`config.mk`:
```
export PLATFORM = sky130hd
export DESIGN_NAME = forwarding_control_unit_flat
export DESIGN_NICKNAME = d
export VERILOG_FILES = /design/src/rtl/forwarding_control_unit_pkg.sv /design/src/rtl/forwarding_control_unit_if.sv /design/src/rtl/forwarding_control_unit_operand_select.sv /design/src/rtl/forwarding_control_unit.sv /design/src/flat_wrapper.sv
export SDC_FILE = /design/constraint.sdc
export NUM_CORES = 1
export LEC_CHECK = 0
export CORE_MARGIN = 2
export CORE_UTILIZATION = 45
export CTS_BUF_LIST = sky130_fd_sc_hd__clkbuf_4
export DETAILED_ROUTE_END_ITERATION = 8
export PLACE_DENSITY = 0.82
export SLEW_MARGIN = 10
export SYNTH_ARGS = -nofsm -noshare
export SYNTH_HDL_FRONTEND = slang
export SYNTH_SLANG_ARGS = --single-unit
```
`constraint.sdc`:
```
create_clock -name i_clk -period 2.35 [get_ports i_clk]
set_input_delay 0.5875 -clock i_clk [delete_from_list [all_inputs] [get_ports i_clk]]
set_output_delay 0.5875 -clock i_clk [all_outputs]
set_load 0.01 [all_outputs]
```
`src/rtl/forwarding_control_unit_pkg.sv`:
```
// Shared pipeline constants for the EX-stage forwarding unit.
// Holds the forwarding select codes and the default register-specifier widths.
package forwarding_control_unit_pkg;

   localparam int DEFAULT_BITS_REGS          = 5;
   localparam int DEFAULT_BITS_CORTOCIRCUITO = 3;

   localparam logic [2:0] FWD_IDEX  = 3'b000;
   localparam logic [2:0] FWD_EXMEM = 3'b001;
   localparam logic [2:0] FWD_MEMWB = 3'b010;

   localparam logic [4:0] REG_ZERO = 5'd0;

endpackage

```
`src/rtl/forwarding_control_unit_if.sv`:
```
// Connection between the ID stage / pipeline control and the forwarding unit.
// The shadow_* vectors expose each slot as {dest, regwrite, memread} for observation.
interface forwarding_control_unit_if
   import forwarding_control_unit_pkg::*;
#(
   parameter int BITS_REGS          = DEFAULT_BITS_REGS,
   parameter int BITS_CORTOCIRCUITO = DEFAULT_BITS_CORTOCIRCUITO
);

   logic                          i_pipe_en;
   logic [BITS_REGS-1:0]          i_id_rs;
   logic [BITS_REGS-1:0]          i_id_rt;
   logic [BITS_REGS-1:0]          i_id_dest;
   logic                          i_id_regwrite;
   logic                          i_id_memread;
   logic [BITS_CORTOCIRCUITO-1:0] o_corto_register_A;
   logic [BITS_CORTOCIRCUITO-1:0] o_corto_register_B;
   logic                          o_stall;
   logic                          o_flush_idex;
   logic [BITS_REGS+1:0]          shadow_ex;
   logic [BITS_REGS+1:0]          shadow_mem;
   logic [BITS_REGS+1:0]          shadow_wb;

   modport master (
      output i_pipe_en, i_id_rs, i_id_rt, i_id_dest, i_id_regwrite, i_id_memread,
      input  o_corto_register_A, o_corto_register_B, o_stall, o_flush_idex,
      input  shadow_ex, shadow_mem, shadow_wb
   );

   modport slave (
      input  i_pipe_en, i_id_rs, i_id_rt, i_id_dest, i_id_regwrite, i_id_memread,
      output o_corto_register_A, o_corto_register_B, o_stall, o_flush_idex,
      output shadow_ex, shadow_mem, shadow_wb
   );

endinterface

```
`src/rtl/forwarding_control_unit_operand_select.sv`:
```
// Compare/priority block choosing where one ALU operand should be sourced from.
// A producer in EX (about to be in MEM) wins over one in MEM; register $0 never forwards.
module forwarding_operand_select
   import forwarding_control_unit_pkg::*;
#(
   parameter int BITS_REGS          = DEFAULT_BITS_REGS,
   parameter int BITS_CORTOCIRCUITO = DEFAULT_BITS_CORTOCIRCUITO
) (
   input  logic [BITS_REGS-1:0]          operand,
   input  logic [BITS_REGS-1:0]          ex_dest,
   input  logic                          ex_regwrite,
   input  logic [BITS_REGS-1:0]          mem_dest,
   input  logic                          mem_regwrite,
   output logic [BITS_CORTOCIRCUITO-1:0] sel
);

   always_comb begin
      sel = BITS_CORTOCIRCUITO'(FWD_IDEX);
      if (ex_regwrite && (ex_dest != '0) && (ex_dest == operand)) begin
         sel = BITS_CORTOCIRCUITO'(FWD_EXMEM);
      end else if (mem_regwrite && (mem_dest != '0) && (mem_dest == operand)) begin
         sel = BITS_CORTOCIRCUITO'(FWD_MEMWB);
      end
   end

endmodule

```
`src/rtl/forwarding_control_unit.sv`:
```
// Forwarding and load-use hazard unit sitting beside the ID/EX register.
// Tracks dest/regwrite/memread for the EX, MEM and WB stages and registers ALU operand selects.
module forwarding_control_unit
   import forwarding_control_unit_pkg::*;
#(
   parameter int BITS_REGS          = DEFAULT_BITS_REGS,
   parameter int BITS_CORTOCIRCUITO = DEFAULT_BITS_CORTOCIRCUITO
) (
   input logic                     i_clk,
   input logic                     i_reset,
   forwarding_control_unit_if.slave bus
);

   logic [BITS_REGS-1:0]          ex_dest, mem_dest, wb_dest;
   logic                          ex_regwrite, mem_regwrite, wb_regwrite;
   logic                          ex_memread, mem_memread, wb_memread;
   logic [BITS_CORTOCIRCUITO-1:0] sel_a_q, sel_b_q;
   logic [BITS_CORTOCIRCUITO-1:0] sel_a_next, sel_b_next;
   logic                          hazard;

   forwarding_operand_select #(
      .BITS_REGS          (BITS_REGS),
      .BITS_CORTOCIRCUITO (BITS_CORTOCIRCUITO)
   ) u_select_a (
      .operand      (bus.i_id_rs),
      .ex_dest      (ex_dest),
      .ex_regwrite  (ex_regwrite),
      .mem_dest     (mem_dest),
      .mem_regwrite (mem_regwrite),
      .sel          (sel_a_next)
   );

   forwarding_operand_select #(
      .BITS_REGS          (BITS_REGS),
      .BITS_CORTOCIRCUITO (BITS_CORTOCIRCUITO)
   ) u_select_b (
      .operand      (bus.i_id_rt),
      .ex_dest      (ex_dest),
      .ex_regwrite  (ex_regwrite),
      .mem_dest     (mem_dest),
      .mem_regwrite (mem_regwrite),
      .sel          (sel_b_next)
   );

   // A load in EX whose result the ID instruction needs cannot be forwarded in time.
   assign hazard = ex_memread && ex_regwrite && (ex_dest != '0) &&
                   ((ex_dest == bus.i_id_rs) || (ex_dest == bus.i_id_rt));

   always_ff @(posedge i_clk) begin
      if (i_reset) begin
         ex_dest      <= '0;
         ex_regwrite  <= 1'b0;
         ex_memread   <= 1'b0;
         mem_dest     <= '0;
         mem_regwrite <= 1'b0;
         mem_memread  <= 1'b0;
         wb_dest      <= '0;
         wb_regwrite  <= 1'b0;
         wb_memread   <= 1'b0;
         sel_a_q      <= BITS_CORTOCIRCUITO'(FWD_IDEX);
         sel_b_q      <= BITS_CORTOCIRCUITO'(FWD_IDEX);
      end else if (bus.i_pipe_en) begin
         wb_dest      <= mem_dest;
         wb_regwrite  <= mem_regwrite;
         wb_memread   <= mem_memread;
         mem_dest     <= ex_dest;
         mem_regwrite <= ex_regwrite;
         mem_memread  <= ex_memread;
         if (hazard) begin
            ex_dest     <= '0;
            ex_regwrite <= 1'b0;
            ex_memread  <= 1'b0;
            sel_a_q     <= BITS_CORTOCIRCUITO'(FWD_IDEX);
            sel_b_q     <= BITS_CORTOCIRCUITO'(FWD_IDEX);
         end else begin
            ex_dest     <= bus.i_id_dest;
            ex_regwrite <= bus.i_id_regwrite;
            ex_memread  <= bus.i_id_memread;
            sel_a_q     <= sel_a_next;
            sel_b_q     <= sel_b_next;
         end
      end
   end

   assign bus.o_corto_register_A = sel_a_q;
   assign bus.o_corto_register_B = sel_b_q;
   assign bus.o_stall            = hazard && bus.i_pipe_en;
   assign bus.o_flush_idex       = hazard && bus.i_pipe_en;
   assign bus.shadow_ex          = {ex_dest, ex_regwrite, ex_memread};
   assign bus.shadow_mem         = {mem_dest, mem_regwrite, mem_memread};
   assign bus.shadow_wb          = {wb_dest, wb_regwrite, wb_memread};

endmodule

```
`src/flat_wrapper.sv`:
```
// flat-port wrapper written by rule: the top's interface ports become plain ports
module forwarding_control_unit_flat import forwarding_control_unit_pkg::*;
#(
   parameter int BITS_REGS          = DEFAULT_BITS_REGS,
   parameter int BITS_CORTOCIRCUITO = DEFAULT_BITS_CORTOCIRCUITO
)
  (i_clk, i_reset, bus_i_pipe_en, bus_i_id_rs, bus_i_id_rt, bus_i_id_dest, bus_i_id_regwrite, bus_i_id_memread, bus_o_corto_register_A, bus_o_corto_register_B, bus_o_stall, bus_o_flush_idex, bus_shadow_ex, bus_shadow_mem, bus_shadow_wb);
  forwarding_control_unit_if #(.BITS_REGS(BITS_REGS), .BITS_CORTOCIRCUITO(BITS_CORTOCIRCUITO)) bus_i ();
  input logic i_clk;
  input logic i_reset;
  input wire logic [$bits(bus_i.i_pipe_en)-1:0] bus_i_pipe_en;
  input wire logic [$bits(bus_i.i_id_rs)-1:0] bus_i_id_rs;
  input wire logic [$bits(bus_i.i_id_rt)-1:0] bus_i_id_rt;
  input wire logic [$bits(bus_i.i_id_dest)-1:0] bus_i_id_dest;
  input wire logic [$bits(bus_i.i_id_regwrite)-1:0] bus_i_id_regwrite;
  input wire logic [$bits(bus_i.i_id_memread)-1:0] bus_i_id_memread;
  output wire logic [$bits(bus_i.o_corto_register_A)-1:0] bus_o_corto_register_A;
  output wire logic [$bits(bus_i.o_corto_register_B)-1:0] bus_o_corto_register_B;
  output wire logic [$bits(bus_i.o_stall)-1:0] bus_o_stall;
  output wire logic [$bits(bus_i.o_flush_idex)-1:0] bus_o_flush_idex;
  output wire logic [$bits(bus_i.shadow_ex)-1:0] bus_shadow_ex;
  output wire logic [$bits(bus_i.shadow_mem)-1:0] bus_shadow_mem;
  output wire logic [$bits(bus_i.shadow_wb)-1:0] bus_shadow_wb;
  assign bus_i.i_pipe_en = bus_i_pipe_en;
  assign bus_i.i_id_rs = bus_i_id_rs;
  assign bus_i.i_id_rt = bus_i_id_rt;
  assign bus_i.i_id_dest = bus_i_id_dest;
  assign bus_i.i_id_regwrite = bus_i_id_regwrite;
  assign bus_i.i_id_memread = bus_i_id_memread;
  assign bus_o_corto_register_A = bus_i.o_corto_register_A;
  assign bus_o_corto_register_B = bus_i.o_corto_register_B;
  assign bus_o_stall = bus_i.o_stall;
  assign bus_o_flush_idex = bus_i.o_flush_idex;
  assign bus_shadow_ex = bus_i.shadow_ex;
  assign bus_shadow_mem = bus_i.shadow_mem;
  assign bus_shadow_wb = bus_i.shadow_wb;
  forwarding_control_unit #(.BITS_REGS(BITS_REGS), .BITS_CORTOCIRCUITO(BITS_CORTOCIRCUITO)) u_core (.i_clk(i_clk), .i_reset(i_reset), .bus(bus_i));
endmodule
```
# After elaboration in Yosys (flattened, before gate mapping)
# Cells that the tools add are included.
# op_classes
addsub	0
n_mul	0
div_mod_pow	0
magnitude_cmp	0
eq_ne	4
shift	0
mux	9
bitwise_logic	0
reduce_logical	13
# ops
op	n
$eq A5 B5 Y1	4
$mux W2	6
$logic_and A1 B1 Y1	10
$reduce_bool A5 Y1	2
$mux W5	1
$mux W1	2
$logic_or A1 B1 Y1	1
# totals
ff_bits	27
latchBits	0
mem_bits_rw	0
mem_bits_ro	0
input_bits	20
out_inout_bits	29
n_memories	0

# Longest topological paths before layout
# logic_depth
ltp_word	6
mapped_depth	7

# Hierarchy
# From an unflattened synthesis, not the netlist that was laid out.
# unflattened
cells_unflattened	160
area_unflattened_um2	1576.5
# modules_own_cells
mod	n_inst	cells_each	area_per_inst_um2	seq_area_each_um2
forwarding_control_unit	1	116	1251.2	540.5
forwarding_operand_select	2	22	162.7	0.0

# Worst setup path after synthesis
# OpenSTA, ideal clock, no wires.
# synth_path
kind	flip-flop to output port
from	reg u_core.ex_dest[4]
to	out bus_o_stall
t_arrival_ns	1.711
required_time_ns	1.762
slack_ns	0.052
stages_incl_launch_ff	7
path_buffers	2
path_cell_list	dfxtp_1 -> or4_1 -> o21a_1 -> o211a_1 -> buf_2 -> and2_1 -> buf_4
# synth_between
elab_chain_cells	4
elab_cells_between_ends	7
classes_between	eq/ne (2); reduce/logical (5)
# synth_rtl
element	line	rtl
start: declaration	forwarding_control_unit.sv:14	logic [BITS_REGS-1:0] ex_dest, mem_dest, wb_dest;
start signal: assignment	forwarding_control_unit.sv:76	ex_dest <= bus.i_id_dest;
$eq A5 B5 Y1 or $reduce_bool A5 Y1 (tied branches)	forwarding_control_unit.sv:47, forwarding_control_unit.sv:46	
$logic_or A1 B1 Y1 or $logic_and A1 B1 Y1 (tied branches)	forwarding_control_unit.sv:47, forwarding_control_unit.sv:46	
$logic_and A1 B1 Y1 *	forwarding_control_unit.sv:46	assign hazard = ex_memread && ex_regwrite && (ex_dest != '0) &&
$logic_and A1 B1 Y1 *	-	
end: declaration	flat_wrapper.sv:19	output wire logic [$bits(bus_i.o_stall)-1:0] bus_o_stall;
# Mark *: on every way between the ends. The rest lies on a longest branch, timed or not.

# Worst setup path in the final report
# layout_path
from	reg u_core.ex_dest[0]
to	out bus_o_stall
# layout_between
elab_chain_cells	4
elab_cells_between_ends	7
classes_between	eq/ne (2); reduce/logical (5)
# layout_rtl
element	line	rtl
$eq A5 B5 Y1 or $reduce_bool A5 Y1 (tied branches)	forwarding_control_unit.sv:47, forwarding_control_unit.sv:46	
$logic_or A1 B1 Y1 or $logic_and A1 B1 Y1 (tied branches)	forwarding_control_unit.sv:47, forwarding_control_unit.sv:46	
$logic_and A1 B1 Y1 *	forwarding_control_unit.sv:46	
$logic_and A1 B1 Y1 *	forwarding_control_unit.sv:87	assign bus.o_stall = hazard && bus.i_pipe_en;
# Marked as above.

==> impl_metrics.yaml <==
clock_network:
  clock-sinks: 25
  clkTransAtPathRegs_ns: 0.13
  clk_latency_ns: 0.33
  cts_buffer_depth: 2
  cts_buffers: 3
  cts-root-buf: "clkbuf_4"
  htreeDepth: 1
  cts_tree: "built"
placed_design:
  dpl.hpwl_mm: 2.47
  post-place-ws_ns: -0.749
  gp_congestion: 0.973
  portBuffers: 46
route:
  drcViolationCount: 0
  dr.pass1.iters: 4
  routed_wl_mm: 3.34
  first_iter_violations: 18
  vias: 1195
  wl_per_cell_um: 14.5
  via_per_inst: 5.17
  detail-route-antenna-nets: 0
die:
  core_area_um2: 2730
  die_height_um: 57.5
  die_w_um: 57.5
  rows: 19
  die_area_um2: 3300
  io_pins: 49
  initial_core_util_pct: 47.0
timing:
  timing.final.ws_setup_ns: -0.0409
  period_minus_slack_ns: 2.39
  clock.fmax_mhz: 418
  rsz0062_at_grt: "true"
  hold_slack_ns: 0.473
  slew_violations: 0
  setup_viol: 2
  clock_skew_ns: 0.00491
  finalCritPeriodShare_pct: 102
  hold_viol_final: 0
power_and_ir_drop:
  leakage_uw: 0.000819
  power_uw: 838
  ir_drop_mv: 0.491
  pwr_density_cell_nw_per_um2: 435
yosys:
  yosysTopAreaCell: "dfxtp_1"
  synth_area_um2: 1290
  ys_seq_area_share_pct: 38.9
  synth_most_common_cell: "dfxtp_1"
  synth.area.top_cells: "dfxtp_1, mux2i_1, xnor2_1"
  netlist.area_leader.share_pct: 38.9
  synth_common_cells: "dfxtp_1, nor2_1, mux2i_1"
  async_flop_share_pct: 0
  synth_edf_count: 0
  synth_ff_type: "dfxtp_1"
  synthDistinctLibCells: 26
  ys_seq_elements: 25
  ys_warn_count: 0
  netlist_instances: 141
  syn_avg_cell_area_um2: 9.12
setup_path:
  crit_path_end_kind: "primary output"
  worstPathArrival_ns: 1.80
  required_ns: 1.76
  path_class: "flip-flop to primary output"
  critPathMaxFanout: 3
  cp-start-kind: "flip-flop"
final_layout:
  area_growth_pct: 49.8
  drive_gt1_share_pct: 23.5
  diodes: 0
  regArea_um2: 504
  fill_cells: 192
  multi_input_area_um2: 714
  nets: 221
grt:
  grt_pass1_vias: 1195
  grtUsageTotal_pct: 21.5
  grt_pass1_wl_mm: 5.57
  overflow: 0
  antenna_found_initial: 0
  grt_max_degree: 35
status:
  violations: "setup timing"
  status: "complete, but fails checks"
run:
  maxCapViolations: 0
min_path:
  hold_class: "flip-flop to flip-flop"
power breakdown:
part           switching [uW]  total, uW  leakage [uW]  internal [uW]
Sequential               17.2        455      0.000204            438
Combinational            78.0        187      0.000597            109
Clock                     132        196     0.0000177           64.1
Total                     227        838      0.000819            611
worst max-delay path: stages (launching register included):
cell and delay, ns:
dfxtp_2 0.36, buf_4 0.14, buf_4 0.14, xor2_1 0.15, nor3_2 0.21, o211a_1 0.23, and2_4 0.16, buf_6 0.10
kinds of logic (layout without fill, tap and decap cells):
family          count (synthesis)  after routing  share of synthesized area [%]
simple gates                   47             47                           18.6
mux                            13             13                           10.1
other cells                     1              2                          0.292
buf+inv                        18             76                           7.98
flops                          25             25                           38.9
xor+xnor                       20             20                           13.6
compound gates                 17             17                           10.5
registers in the layout, indices dropped and copies added (netlist names):
register / cells
u_core.mem_memread: 1
u_core.wb_dest: 5
u_core.bus.o_corto_register_A: 2
u_core.ex_dest: 5
u_core.bus.o_corto_register_B: 2
u_core.wb_memread: 1
u_core.ex_memread: 1
u_core.wb_regwrite: 1
u_core.mem_regwrite: 1
u_core.mem_dest: 5
u_core.ex_regwrite: 1
metal layers:
metal	wire, um	GRT usage (%)
met3	149	4.08
met4	59	6.64
met1	1360	24.5
met2	1780	39.9
met5	0	0
path summary, 6_finish.rpt:
kind	cells past startpoint	end	slack, ns	start
hold / removal	2	u_core.bus.o_corto_register_A[1]$_SDFFE_PP0P_	0.47	u_core.bus.o_corto_register_A[1]$_SDFFE_PP0P_
setup reg to reg	5	u_core.bus.o_corto_register_B[1]$_SDFFE_PP0P_	0.43	u_core.ex_dest[4]$_SDFFE_PP0P_
setup / recovery	7	bus_o_stall	-0.04	u_core.ex_dest[0]$_SDFFE_PP0P_
hold reg to reg	2	u_core.bus.o_corto_register_A[1]$_SDFFE_PP0P_	0.47	u_core.bus.o_corto_register_A[1]$_SDFFE_PP0P_
through the flow:
| step | setup TNS, ns | util, % | cells | instance area [um^2] |
|---|---|---|---|---|
| 2_1_floorplan | 0 | - | 142 | 1290 |
| 5_1_grt | -0.253 | 70.5 | 231 | 1930 |
| 6_report | -0.0806 | 70.5 | 231 | 1930 |
| 3_3_place_gp | -1.37 | 67.6 | 223 | 1850 |
| 3_5_place_dp | -1.49 | 67.6 | 223 | 1850 |
| 4_1_cts | -0.145 | 69.1 | 228 | 1890 |
final cells by class:
cell class	count	share of cell area [%]
Multi-Input combinational cell	99	37.1
Sequential cell	25	26.2
Tap cell	31	2.01
Timing Repair Buffer	71	33.1
Inverter	1	0.195
Clock buffer	3	1.17
Clock inverter	1	0.260
placed cells by master (no fill, tap or decap), drive strengths merged:
cell	synthesis	routed
or4	1	1
buf	11	27
o31ai	9	9
dlygate4sd2	0	10
nand3	6	6
clkdlybuf4s50	0	34
nor3	3	3
o211a	1	1
nand2	10	10
mux2i	13	13
a2111o	2	2
inv	1	1
o21a	1	1
nor2b	1	1
clkinv	0	1
a211oi	1	1
or3b	7	7
xor2	8	8
a21oi	3	3
xnor2	12	12
conb	1	2
nand2b	3	3
and2	1	1
nor2	15	15
dfxtp	25	25
clkbuf	6	3
what timing repair did:
action	in CTS	in global routing
resized for setup	26	2
hold buffers	0	0
buffers inserted	1	3
pin swaps	8	5
endpoints found under the setup margin	2	2
cloned	0	0
No activity file was read; power rests on OpenSTA's default activity.
==> variant, RTL diff (same settings) <==
Make the reset (`i_reset`) asynchronous in one clocked block.
--- a/src/rtl/forwarding_control_unit.sv
+++ b/src/rtl/forwarding_control_unit.sv
@@ -46,7 +46,7 @@
    assign hazard = ex_memread && ex_regwrite && (ex_dest != '0) &&
                    ((ex_dest == bus.i_id_rs) || (ex_dest == bus.i_id_rt));
 
-   always_ff @(posedge i_clk) begin
+   always_ff @(posedge i_clk or posedge i_reset) begin
       if (i_reset) begin
          ex_dest      <= '0;
          ex_regwrite  <= 1'b0;
Check against the original RTL: differs if i_reset is asserted again (counterexample within 4 cycles, from zero or initial values and one cycle with i_reset high); with i_reset held inactive, the same outputs for 10 cycles.
==> variant against the unedited design <==
Sequential cell count did not move; sequential power rose by 19%; critical path depth fell by 2; sequential share of layout area rose by 5.6 points; routed wire length rose by 8.1%; worst setup slack improved by 0.091 ns; register-to-register slack got worse by 0.37 ns; area after synthesis rose by 3.1%; clock skew fell by 0.0027 ns; via count fell by 6.8%; total power rose by 34%; design area rose by 2.9%; clock power rose by 6%; global-route usage rose by 0.91 points.
==> variant: results (changes against the unedited design) <==
| Metric | Value |
|---|---|
| Cell depth of the worst flop-to-flop path | `11 (+6)` |
| Worst path max stage delay | `0.47 ns (+0.11 ns)` |
| Max FO, Critical Path | `4 (+1)` |
| Critical Path End | `bus_o_flush_idex` |
| P_leak | `0.0008778 uW (+7.2%)` |
| Worst Hold Path EP | `u_core.wb_dest[4]` |
| Clock Path Buffers | `2 (unchanged)` |
| XOR/XNOR Fraction of Synth Area | `13.21% (-0.41 points)` |
| Reg2reg end | `u_core.ex_dest[0]` |
| Ys async rst share | `100.0% (+100 points)` |
| Tot GR Track Use | `22.40% (+0.91 points)` |
| Drt first pass iters | `4 (unchanged)` |
| Register area share after synthesis | `47.17% (+8.3 points)` |
| Mux cell area share after synthesis | `12.74% (+2.6 points)` |
| Distinct cells, synth | `23 (-12%)` |
| Biggest regs | `u_core.ex_dest (5), u_core.mem_dest (5), u_core.wb_dest (5)` |
| CTS Buf Count | `3 (unchanged)` |
| VDD IR max | `0.4498 mV (-8.4%)` |
| Final Routed Wirelength | `3612 um (+8.1%)` |
| Syn. warnings | `0 (unchanged)` |
| DRT iter0 DRCs | `10 (-8)` |
| CP arrival | `1.71 ns (-0.09 ns)` |
| Cells on Worst Hold Path | `1 (-1)` |
| PwrDens | `565.9 mW/mm^2 (+30%)` |
| Layout cells sized above 1 | `33.15% (+9.7 points)` |
| Commonest cells in the netlist | `dfrtp_1 (25), mux2_2 (15), inv_1 (11), xnor2_1 (10), xor2_1 (10)` |
| Final Hold Slack | `0.5212 ns (+0.04777 ns)` |
| Largest net degree at the start of global routing | `34 (-2.9%)` |
| Top Family by Delay on Critical Path | `flip-flops` |
| Post-synth top flop | `dfrtp_1` |
| H-Tree Depth | `1 (unchanged)` |
| Status | `finished clean` |
| Worst-skew pair later-pin latency | `roughly 0.32 ns` |
| Hpwl dp | `2442 um (-1.1%)` |
| Synth Area in Compound Gates | `8.396% (-2.1 points)` |
| CP startpoint | `u_core.ex_dest[3]` |
| IO Port Bufs | `46 (unchanged)` |
| GPL Wtd Cong | `0.8445 (-13%)` |
| Min-Delay Startpoint | `u_core.wb_dest[4]` |
| Via-to-Cell Ratio | `5.181 (+0.16%)` |
| Routed len/inst | `16.80 um (+16%)` |
| Crit-path slowest cell | `dfrtp_2` |
| Reg2reg setup slack | `0.06 ns (-0.37 ns)` |
| Ant. Diodes | `0 (unchanged)` |
| Layout fillers | `213 (+11%)` |
| Final #Nets | `205 (-7.2%)` |
| Vias in the first global route | `1211 (+1.3%)` |
| Inst Count DP | `203 (-9.0%)` |
| Area contributors post-synth | `dfrtp_1 (47%), mux2_2 (13%), xnor2_1 (6.6%)` |
| Average size of a mapped cell | `10.96 sq um (+20%)` |
| First-pass GRT wire length | `5685 um (+2.1%)` |
| Setup Skew | `0.002182 ns (-0.002728 ns)` |
| Instance area at placement | `0.001878 sq mm (+1.6%)` |
-- variant: repair_timing --
item | CTS | global route
gates cloned | 0 | 0
setup endpoints to repair | 2 | 11
setup buffers | 8 | 2
hold buffers | 0 | 0
pin swaps | 4 | 8
resized for setup | 22 | 13
-- variant: final cells by class --
class	count	share of cell area, %
inverters	11	2.082
flip-flops and latches	25	31.80
clock buffers	4	1.514
repair buffers	71	32.11
multi-input cells	73	30.54
well taps	31	1.956
-- variant: where the power goes --
group          switching [uW]  internal, uW
clock network             130          78.0
logic                     153           221
registers                57.9           483
total                     340           782
-- variant: stage by stage --
step                worst slack (ns)  total power [uW]
floorplan                    0.07474             720.2
global placement             -0.6567             890.3
detailed placement           -0.7080             903.8
CTS                         0.001734              1116
global route                -0.03588              1177
finish                       0.05044              1122
-- variant: layer usage --
metal	up-vias	wire length (um)	track usage (%)	share of wire (%)
li1	523	-	-	-
met1	547	1498	28.74	41
met2	35	1846	36.60	51
met3	9	203	5.055	5.6
met4	0	64	9.302	1.8
met5	-	0	0	0
